$ cat config.mk
export PLATFORM = sky130hd
export DESIGN_NAME = intadd_wb_buffer
export DESIGN_NICKNAME = d
export VERILOG_FILES = /design/src/rtl/intadd_wb_buffer.sv
export SDC_FILE = /design/constraint.sdc
export NUM_CORES = 1
export LEC_CHECK = 0
export BUFFER_PORTS_ARGS = -buffer_cell sky130_fd_sc_hd__buf_2
export CORE_AREA = 2 2 279 281
export DETAILED_ROUTE_END_ITERATION = 10
export DIE_AREA = 0 0 281 283
export GPL_ROUTABILITY_DRIVEN = 0
export PLACE_DENSITY = 0.73
export SLEW_MARGIN = 20
export SYNTH_ARGS = -nofsm -noshare
export SYNTH_HDL_FRONTEND = slang
export SYNTH_SLANG_ARGS = --single-unit
$ cat constraint.sdc
create_clock -name clk -period 18.1 [get_ports clk]
set_clock_uncertainty 0.05 [all_clocks]
set_input_delay 0 -clock clk [delete_from_list [all_inputs] [get_ports clk]]
set_output_delay 0 -clock clk [all_outputs]
set_load 0.02 [all_outputs]
$ cat src/rtl/intadd_wb_buffer.sv
// Writeback buffer behind the intadd SIMD adder: queues one- or two-result entries
// and serialises them onto the single vector register-file write port.
module intadd_wb_buffer #(
  parameter int unsigned DEPTH  = 4,
  parameter int unsigned ADDR_W = 5,
  parameter int unsigned DATA_W = 128
) (
  input  logic                         clk,
  input  logic                         rst_n,
  input  logic                         in_valid,
  output logic                         in_ready,
  input  logic                         in_dual,
  input  logic [ADDR_W-1:0]            in_addr0,
  input  logic [ADDR_W-1:0]            in_addr1,
  input  logic [DATA_W-1:0]            in_data0,
  input  logic [DATA_W-1:0]            in_data1,
  output logic                         wb_valid,
  input  logic                         wb_ready,
  output logic [ADDR_W-1:0]            wb_addr,
  output logic [DATA_W-1:0]            wb_data,
  output logic                         wb_last,
  output logic [$clog2(DEPTH+1)-1:0]   count,
  output logic                         ovf_err,
  input  logic                         clr_err
);

  localparam int unsigned PTR_W = $clog2(DEPTH);
  localparam int unsigned CNT_W = $clog2(DEPTH + 1);

  typedef struct packed {
    logic              dual;
    logic [ADDR_W-1:0] addr0;
    logic [ADDR_W-1:0] addr1;
    logic [DATA_W-1:0] data0;
    logic [DATA_W-1:0] data1;
  } entry_t;

  entry_t             mem_q [DEPTH];
  entry_t             head;
  entry_t             entry_in;

  logic [PTR_W-1:0]   wr_ptr_q, wr_ptr_d;
  logic [PTR_W-1:0]   rd_ptr_q, rd_ptr_d;
  logic [CNT_W-1:0]   count_q, count_d;
  logic               half_q, half_d;
  logic               ovf_q, ovf_d;

  logic               push;
  logic               pop;
  logic               beat;

  assign entry_in = '{dual: in_dual, addr0: in_addr0, addr1: in_addr1,
                      data0: in_data0, data1: in_data1};
  assign head     = mem_q[rd_ptr_q];

  // Handshake and output mux are functions of registered state only.
  assign in_ready = (count_q != CNT_W'(DEPTH));
  assign wb_valid = (count_q != '0);
  assign wb_last  = wb_valid & (~head.dual | half_q);
  assign wb_addr  = !wb_valid ? '0 : (half_q ? head.addr1 : head.addr0);
  assign wb_data  = !wb_valid ? '0 : (half_q ? head.data1 : head.data0);
  assign count    = count_q;
  assign ovf_err  = ovf_q;

  assign push = in_valid & in_ready;
  assign beat = wb_valid & wb_ready;
  assign pop  = beat & wb_last;

  always_comb begin
    wr_ptr_d = wr_ptr_q;
    rd_ptr_d = rd_ptr_q;
    count_d  = count_q;
    half_d   = half_q;
    ovf_d    = ovf_q;

    if (push) wr_ptr_d = wr_ptr_q + PTR_W'(1);
    if (pop)  rd_ptr_d = rd_ptr_q + PTR_W'(1);

    case ({push, pop})
      2'b10:   count_d = count_q + CNT_W'(1);
      2'b01:   count_d = count_q - CNT_W'(1);
      default: count_d = count_q;
    endcase

    // A non-final beat only advances to the second half of a dual entry.
    if (beat) half_d = ~wb_last;

    // New overflow takes priority over a same-cycle clear.
    if (in_valid && !in_ready) ovf_d = 1'b1;
    else if (clr_err)          ovf_d = 1'b0;
  end

  always_ff @(posedge clk or negedge rst_n) begin
    if (!rst_n) begin
      wr_ptr_q <= '0;
      rd_ptr_q <= '0;
      count_q  <= '0;
      half_q   <= 1'b0;
      ovf_q    <= 1'b0;
    end else begin
      wr_ptr_q <= wr_ptr_d;
      rd_ptr_q <= rd_ptr_d;
      count_q  <= count_d;
      half_q   <= half_d;
      ovf_q    <= ovf_d;
    end
  end

  // Payload storage needs no reset; validity is tracked by count_q.
  always_ff @(posedge clk) begin
    if (push) mem_q[wr_ptr_q] <= entry_in;
  end

endmodule

# Word-level counts from Yosys, hierarchy flattened
# Memories as Yosys holds them, arrays and structs flattened.
# Cells that the tools add are included.
# Widths: inputs -> output; s select.
[totals]
register_bits = 9
ramBits = 1068
in_bits = 272
out_inout_bits = 140
memories = 1
[classes]
add_sub_neg = 4
n_eq_ne = 3
muxes = 9
bitwise_logic = 7
reduce_logical = 5
[mem_list]
columns = ["memory", "depth", "word_bits", "rd", "rd_ports_with_merged_regs", "write_ports", "line", "rtl"]
rows = [
  ["mem_q", 4, 267, 1, 0, 1, "38", "entry_t mem_q [DEPTH];"],
]
[op_table]
columns = ["cell", "count"]
rows = [
  ["$mux 128", 2],
  ["$mux 5", 2],
  ["$pmux 3 s2", 1],
  ["$add 2x1->2 const B", 2],
  ["$and 1x1->1", 4],
  ["$mux 1", 4],
  ["$reduce_bool 2->1", 2],
  ["$add 3x1->3 const B", 1],
  ["$ne 3x3->1 const B", 1],
  ["$reduce_bool 3->1", 1],
  ["$sub 3x1->3 const B", 1],
  ["$eq 2x1->1 const B", 1],
  ["$eq 2x2->1 const B", 1],
  ["$not 1->1", 2],
  ["$logic_and 1x1->1", 1],
  ["$logic_not 1->1", 1],
  ["$or 1x1->1", 1],
]

# Logic depth before layout (Yosys ltp)
# Gate-level depths: netlist (run 1).
# An unclocked memory read counts as a cell.
[depth]
word_depth = 7
depth_mapped = 11
depth_no_buf = 9

# Worst setup path after synthesis (run 1)
# No wires, ideal clock.
[synth_path]
path_type = "register -> register"
start = "reg count_q[2], in the netlist count[2]"
end = "mem mem_q[0][0] (netlist bit) (enable)"
setup_ps = 662
arrival_ps = 7115
t_required_ps = 17388
path_slack_ps = 10273
path_stages_with_launch = 4
path_buffers = 0
path_cell_list = "dfrtp_1 -> nor3b_1 -> nor2b_1 -> and2_1"
[synth_between]
elab_chain_cells = 4
[synth_lines]
columns = ["item", "line", "rtl"]
rows = [
  ["start: declaration", "44", "logic [CNT_W-1:0] count_q, count_d;"],
  ["start signal: assignment", "103", "count_q <= count_d;"],
  ["$ne 3x3->1", "57", "assign in_ready = (count_q != CNT_W'(DEPTH));"],
  ["$and 1x1->1", "65", "assign push = in_valid & in_ready;"],
  ["$mux 1", "111", "if (push) mem_q[wr_ptr_q] <= entry_in;"],
  ["$mux 1 (not written as such)", "111", ""],
  ["end: declaration", "38", ""],
]
# No other way between the ends.

# Final worst setup path (run 1)
[layout_path]
start = "reg rd_ptr_q[0]"
end = "out wb_data[70]"
[layout_between]
elab_chain_cells = 3
[layout_lines]
columns = ["item", "line", "rtl"]
rows = [
  ["start: declaration", "43", "logic [PTR_W-1:0] rd_ptr_q, rd_ptr_d;"],
  ["start signal: assignment", "102", "rd_ptr_q <= rd_ptr_d;"],
  ["$mem_v2 4x267", "--", ""],
  ["$mux 128 (2 in a row)", "61", "assign wb_data = !wb_valid ? '0 : (half_q ? head.data1 : head.data0);"],
  ["end: declaration", "20", "output logic [DATA_W-1:0] wb_data,"],
]
# No other way between the ends.

==> flow_summary.json, run 1 <==
{
  "finalSetupViolCount": 0,
  "peakVddDrop_mv": 0.2130,
  "synthMuxAreaShare": 0.1502,
  "yosys_warnings": 0,
  "cp_slowest_cell": "dfrtp_4",
  "cp-end-kind": "output pin",
  "synth_cell_type_count": 30,
  "synth_area_leader_cell": "edfxtp_1",
  "drtAntennaViolNets": 0,
  "rows": 102,
  "hold_depth": 2,
  "timing.final.crit_share": 0.2469,
  "reg2reg_depth": 4,
  "max_freq_mhz": 223.8,
  "hpwlAfterDp_mm": 45.07,
  "ff2ff_setup_slack_ns": 14.63,
  "synth_top_area_frac": 0.7957,
  "dr.pass1.iters": 7,
  "via_count": 19840,
  "synthAdderAreaFrac": 0.002049,
  "met2_usage": 0.3512,
  "powerDensity_nw_per_um2": 166.4,
  "crit_arrival_ns": 4.42,
  "antenna_found_initial": 14,
  "drv_cap": 0,
  "synth_ff_type": "edfxtp_1",
  "clk-insertion-delay-late_ns": 0.65,
  "synth_top_family_by_area": "multiplexers",
  "grt_pass1_vias": 21840,
  "dpl.cell_count": 2993,
  "regToRegStartpoint": "count[2]",
  "grt_pass1_wl_mm": 127.9,
  "fill_cells": 4878,
  "track_usage": 0.2115,
  "htreeDepth": 3,
  "synthesis.area_um2": 40310,
  "tightest_slew_ns": 1.253,
  "p_leak_nw": 16.97,
  "cts_resized": 0,
  "cp_slowest_stage_delay_ns": 0.94,
  "multi_input_area_um2": 7501,
  "cts_root_buffer": "clkbuf_16",
  "register_area_um2": 32300,
  "dieHeight_um": 283,
  "drive_above_1_share": 0.3468,
  "worstPathRequired_ns": 18.05,
  "worstHoldStart": "in_data1[89]",
  "start_kind": "register",
  "syn-instance-count": 1612,
  "routed_via_density": 5.698,
  "async_reset_ff_frac": 0.008357,
  "synth_top_cells_by_area": "edfxtp_1 80%, mux4_2 15%, a22o_1 2.9%",
  "wl_per_cell_um": 23.90,
  "cts_sinks": 1077,
  "relSlewSlack": 0.1645,
  "clk_pin_slew_ns": 0.06,
  "path_cells": "buf_4 -> buf_4 -> mux4_2 -> a22o_1 -> buf_2",
  "synth_edf_count": 1068,
  "hold_end": "mem_q[3][89]",
  "worstSetupPathType": "reg2out",
  "cts_tree": "yes",
  "layout.cells.non_filler": 3482,
  "synthToLayoutAreaGrowth_pct": 23.07,
  "grt-busiest-layer": "met2",
  "initial_core_util": 0.5255,
  "hold_buffers": 280,
  "r2r-end": "mem_q[1][57]",
  "fin_crit_ns": 4.469,
  "tns_ns": 0,
  "clockBufferDepth": 3,
  "drtIter0Drc": 1649,
  "core-area_um2": 76700,
  "grt_use_met3": 0.04428,
  "synth-compound-area-share": 0.03005,
  "cpMostUsedCell": "buf_4",
  "grt.overflow.total": 0,
  "synth_simple_gate_area_frac": 0.002111,
  "slew_viol_final": 0,
  "ios": 412,
  "syn_area_per_cell_um2": 25.00,
  "ys_ff_latch": 1077,
  "met1_usage": 0.2823,
  "grt_max_degree": 152,
  "synth_nets": 1890,
  "drt_wl_total_mm": 83.22,
  "portBuffers": 411,
  "cts_buffers": 107,
  "cts_setup_buffers": 0,
  "drc": 0,
  "ys_seq_area_frac": 0.8012,
  "crit_fanout": 49,
  "hold_viol_final": 0,
  "die-area_um2": 79520,
  "die_w_um": 281,
  "rsz0062_at_grt": "no",
  "outcome": "finished clean",
  "min_path_type": "in2reg",
  "fin_nets": 2621,
  "synth_xor_area_frac": 0.001086
}
[registers in the layout, summed over array words and instances, names as in the netlist]
name,flops
count,3
half_q,1
mem_q,1068
ovf_err,1
rd_ptr_q,2
wr_ptr_q,2
[Yosys cell counts, drive strengths merged, types with 3 or more instances]
| library cell | count |
|---|---|
| edfxtp | 1068 |
| mux4 | 267 |
| a22o | 133 |
| buf | 58 |
| clkbuf | 30 |
| inv | 10 |
| dfrtp | 9 |
| and2 | 5 |
| ha | 5 |
| nor2 | 5 |
| xnor2 | 3 |
[cell families after synthesis]
kind of cell	Yosys count
and+or+nand+nor	15
muxes	271
buffers and inverters	98
AOI/OAI and AO/OA	140
adders and majority gates	6
xor gates and xnor gates	5
DFF	1077
[report_power, final]
| part | total, W | switching, W | leakage (nW) | internal [W] |
|---|---|---|---|---|
| combinational | 0.00270 | 0.00158 | 5.46 | 0.00113 |
| sequential | 0.00346 | 0.000156 | 9.89 | 0.00330 |
| clock | 0.00209 | 0.000895 | 1.62 | 0.00120 |
| total | 0.00826 | 0.00263 | 17.0 | 0.00563 |
[metrics by stage]
stage / hold WS [ns] / cell area [µm²] / worst slack [ns] / total power, W / util
6_report: 0.04049 / 49610 / 13.63 / 0.008255 / 0.6468
5_1_grt: 0.02688 / 49610 / 13.15 / 0.008596 / 0.6467
4_1_cts: 0.0004405 / 49550 / 13.36 / 0.008310 / 0.6460
3_5_place_dp: -0.1850 / 43410 / 14.08 / 0.006166 / 0.5660
3_3_place_gp: -0.1927 / 43410 / 14.10 / 0.006111 / 0.5660
2_1_floorplan: -0.3456 / 40310 / 10.27 / 0.005471 / -
[layout make-up]
type	count	share of cell area
Tap cell	1040	0.02623
Multi-Input combinational cell	437	0.1512
Inverter	10	0.0007567
Clock buffer	139	0.05682
Timing Repair Buffer	710	0.1028
Antenna cell	11	0.0005549
Sequential cell	1077	0.6512
Clock inverter	58	0.01042
[critical path: cells and delay by family (launching register included)]
family	cells	cell delay (ns)
buffers and inverters	3	1.84
flip-flops	1	0.94
AO/OA/AOI/OAI	1	0.29
multiplexers	1	0.60
[per-layer routing]
layer / up-vias / wire length (µm)
met2: 692 / 42100
met4: 8 / 2286
met3: 143 / 5740
li1: 8516 / -
met1: 10480 / 33030
met5: - / 58
[cell usage in the layout, fill, tap and decap left out, drive strengths merged, types with 2 or more instances in the layout]
cell type / n
dfrtp: 9
edfxtp: 1068
xnor2: 3
o21ai: 2
a22o: 133
nor2: 5
mux2: 2
and2: 5
ha: 5
clkinv: 46
bufinv: 7
mux2i: 2
clkbuf: 139
mux4: 267
xor2: 2
buf: 430
diode: 11
dlygate4sd3: 280
inv: 14
[worst max-delay path by stage]
| stage | slack [ns] | endpoint | startpoint | depth (start not counted) |
|---|---|---|---|---|
| 3_5_place_dp | 14.08 | wb_data[63] | rd_ptr_q[0] | 5 |
| 4_1_cts | 13.36 | wb_data[54] | rd_ptr_q[0] | 5 |
| 5_1_grt | 13.15 | wb_data[70] | rd_ptr_q[0] | 5 |
| 2_1_floorplan | 10.27 | mem_q[0][0] | count[2] | 3 |
| 6_report | 13.63 | wb_data[70] | rd_ptr_q[0] | 5 |
| 3_3_place_gp | 14.10 | wb_data[54] | rd_ptr_q[0] | 5 |
No activity file was read; power rests on OpenSTA's default activity.
==> run 2: changes to the inputs <==
Settings changed: ABC_AREA set to 1, CORE_AREA 2 2 279 281 to 2 2 288 290, DIE_AREA 0 0 281 283 to 0 0 290 292, PLACE_DENSITY 0.73 to 0.72.
Clock period 18.1 ns to 4.27 ns, I/O delays scaled along.
==> run 2 against run 1 <==
  * Wire length increased by 23%
  * Area after synthesis grew 6.7%
  * Die area increased by 6.5%
  * Critical path type unchanged
  * Final area rose by 5.4%
  * Critical endpoint is now wb_data[69]
  * Clock power grew to 4.3 times the previous value
  * Sequential power increased to 4.2 times the previous value
  * Register-to-register slack got worse by 13 ns
  * Non-clock buffer count increased by 24
==> flow_summary.json, run 2 <==
{
  "cp_slowest_stage_delay_ns": 0.75,
  "relSlewSlack": 0.2402,
  "ios": 412,
  "dr.pass1.iters": 5,
  "cts_buffers": 107,
  "synth_top_area_frac": 0.7454,
  "cts_sinks": 1077,
  "outcome": "finished clean",
  "finalSetupViolCount": 0,
  "regToRegStartpoint": "rd_ptr_q[1]",
  "wl_met1_mm": 40.58,
  "peakVddDrop_mv": 0.8425,
  "yosys_warnings": 0,
  "grt_max_degree": 221,
  "crit_fanout": 61,
  "core-area_um2": 81580,
  "fin_nets": 4523,
  "hpwlAfterDp_mm": 52.98,
  "ys_seq_area_frac": 0.7506,
  "synth_top_cells_by_area": "edfxtp_1 75%, nor2_1 12%, o21ai_0 4.7%",
  "powerDensity_nw_per_um2": 727.8,
  "max_freq_mhz": 273.3,
  "grt_pass1_wl_mm": 158.0,
  "die-area_um2": 84680,
  "largest_reg_flops": 1068,
  "synth_area_leader_cell": "edfxtp_1",
  "synth_nets": 3902,
  "largest_register": "mem_q",
  "track_usage": 0.2378,
  "worstPathRequired_ns": 4.22,
  "drt_wl_total_mm": 102.0,
  "fill_cells": 5909,
  "final_area_um2": 52270,
  "p_leak_nw": 19.37,
  "syn-instance-count": 3624,
  "clockBufferDepth": 3,
  "layout_common_cells": "1334 x nor2_1, 1068 x edfxtp_1, 411 x buf_2, 404 x o21ai_0, 288 x dlygate4sd3_1",
  "synth_edf_count": 1068,
  "synthToLayoutAreaGrowth_pct": 21.49,
  "portBuffers": 411,
  "drv_cap": 0,
  "synth_ff_type": "edfxtp_1",
  "syn_area_per_cell_um2": 11.87,
  "rsz0062_at_grt": "no",
  "drtAntennaViolNets": 0,
  "post_dp_cell_area_um2": 45920,
  "p_total_w": 0.03805,
  "ys_ff_latch": 1077,
  "drive_above_1_share": 0.1405,
  "synth_cell_type_count": 22,
  "wl_per_cell_um": 18.80,
  "async_reset_ff_frac": 0.008357,
  "rows": 105,
  "synth_most_common_cell": "nor2_1",
  "wl_met3_mm": 7.158,
  "worstSetupPathType": "reg2out",
  "grt_pass1_vias": 29080,
  "cp-startpoint": "rd_ptr_q[1]",
  "final_common_cell": "nor2_1",
  "clk-insertion-delay-late_ns": 0.66,
  "via_count": 29080,
  "routed_via_density": 5.362,
  "timing.final.crit_share": 0.8570,
  "hold_viol_final": 0,
  "die_w_um": 290,
  "top_layer": "met5",
  "tightest_slew_ns": 1.140,
  "clk_pin_slew_ns": 0.06,
  "slew_viol_final": 0,
  "synthesis.area_um2": 43030,
  "fin_crit_ns": 3.659,
  "dieHeight_um": 292,
  "cp_slowest_cell": "dfrtp_4",
  "hold_ws_ns": 0.03410,
  "start_kind": "register",
  "grt.overflow.total": 0,
  "drc": 0,
  "route.met2.wl_mm": 50.99,
  "initial_core_util": 0.5274,
  "path_cells": "buf_4 -> buf_4 -> nor2_1 -> o21ai_1 -> nand3_1 -> nand2_1 -> nor2_1 -> buf_2",
  "htreeDepth": 3,
  "antenna_found_initial": 31,
  "synth_common_cells": "1338 x nor2_1, 1068 x edfxtp_1, 404 x o21ai_0, 279 x nand2_1, 138 x nand3_1",
  "worstHoldStart": "in_data1[49]",
  "cts_setup_buffers": 0,
  "cp-end-kind": "output pin",
  "min_path_type": "in2reg",
  "crit_arrival_ns": 3.61,
  "cts_root_buffer": "clkbuf_16",
  "drtIter0Drc": 2452,
  "cts_tree": "yes"
}
-- run 2: cell types whose count changed after synthesis, sizes merged, moves of 5 or more --
cell and change:
nor2 +1333, o21ai +532, nand2 +278, mux4 -267, nand3 +137, a22o -133
buf +78, clkbuf +56, inv +11, and2 -5
-- run 2: per-layer routing --
layer  track usage  up-vias
li1              -    13790
met1        0.2953    13960
met2        0.4145     1080
met3       0.04833      221
met4       0.08600       24
met5             0        -
-- run 2: metrics by stage --
stage / utilization / setup WS, ns / setup TNS (ns) / cells
5_1_grt: 0.6406 / 0.3770 / 0 / 5418
6_report: 0.6407 / 0.6107 / 0 / 5423
4_1_cts: 0.6401 / 0.6228 / 0 / 5403
2_1_floorplan: - / -0.9228 / -973.56 / 3624
3_3_place_gp: 0.5628 / 1.333 / 0 / 4918
3_5_place_dp: 0.5628 / 1.355 / 0 / 4918
-- run 2: report_power, final --
part | total [W] | switching [W] | internal [W]
logic | 0.0145 | 0.0104 | 0.00412
registers | 0.0145 | 0.000571 | 0.0139
clock network | 0.00903 | 0.00383 | 0.00520
-- run 2: kinds of logic (layout without fill, tap and decap cells) --
logic type / Yosys count / count (layout) / synth area share
adder cells (fa/ha/maj): 6 / 6 / 0.001919
other: 0 / 20 / 0
AND/OR/NAND/NOR: 1756 / 1756 / 0.1572
buffers and inverters: 243 / 952 / 0.02684
AO/OA/AOI/OAI: 538 / 538 / 0.06261
flip-flops: 1077 / 1077 / 0.7506
XOR/XNOR: 4 / 4 / 0.0008144
-- run 2: repair_timing --
action / in CTS / in global routing
gates resized for setup: 0 / 0
endpoints found under the hold margin: 1106 / 0
hold buffers: 288 / 0
-- run 2: final cells by class --
| cell class | count | area, µm² | area share |
|---|---|---|---|
| tap | 1070 | 1339 | 0.02561 |
| antenna | 20 | 50.05 | 0.0009574 |
| clock buffer | 133 | 2839 | 0.05431 |
| clock inverter | 64 | 584.3 | 0.01118 |
| timing repair buffer | 734 | 5415 | 0.1036 |
| multi-input combinational | 2304 | 9635 | 0.1843 |
| inverter | 21 | 98.84 | 0.001891 |
| sequential | 1077 | 32310 | 0.6181 |
-- run 2: worst paths after layout --
kind	to	slack, ns	cells after the start
hold reg to reg	count[0]	0.47	1
min in group asynchronous	half_q	0.29	3
hold / removal	mem_q[2][49]	0.03	2
max in group asynchronous	rd_ptr_q[1]	3.55	3
setup reg to reg	count[2]	1.45	12
setup / recovery	wb_data[69]	0.61	8
-- run 2: worst max-delay path, delay by kind of cell (launching register included) --
| family | cells | cell delay [ns] |
|---|---|---|
| AND/OR/NAND/NOR | 4 | 0.42 |
| AO/OA/AOI/OAI | 1 | 0.09 |
| buffers and inverters | 3 | 1.58 |
| flip-flops | 1 | 0.75 |
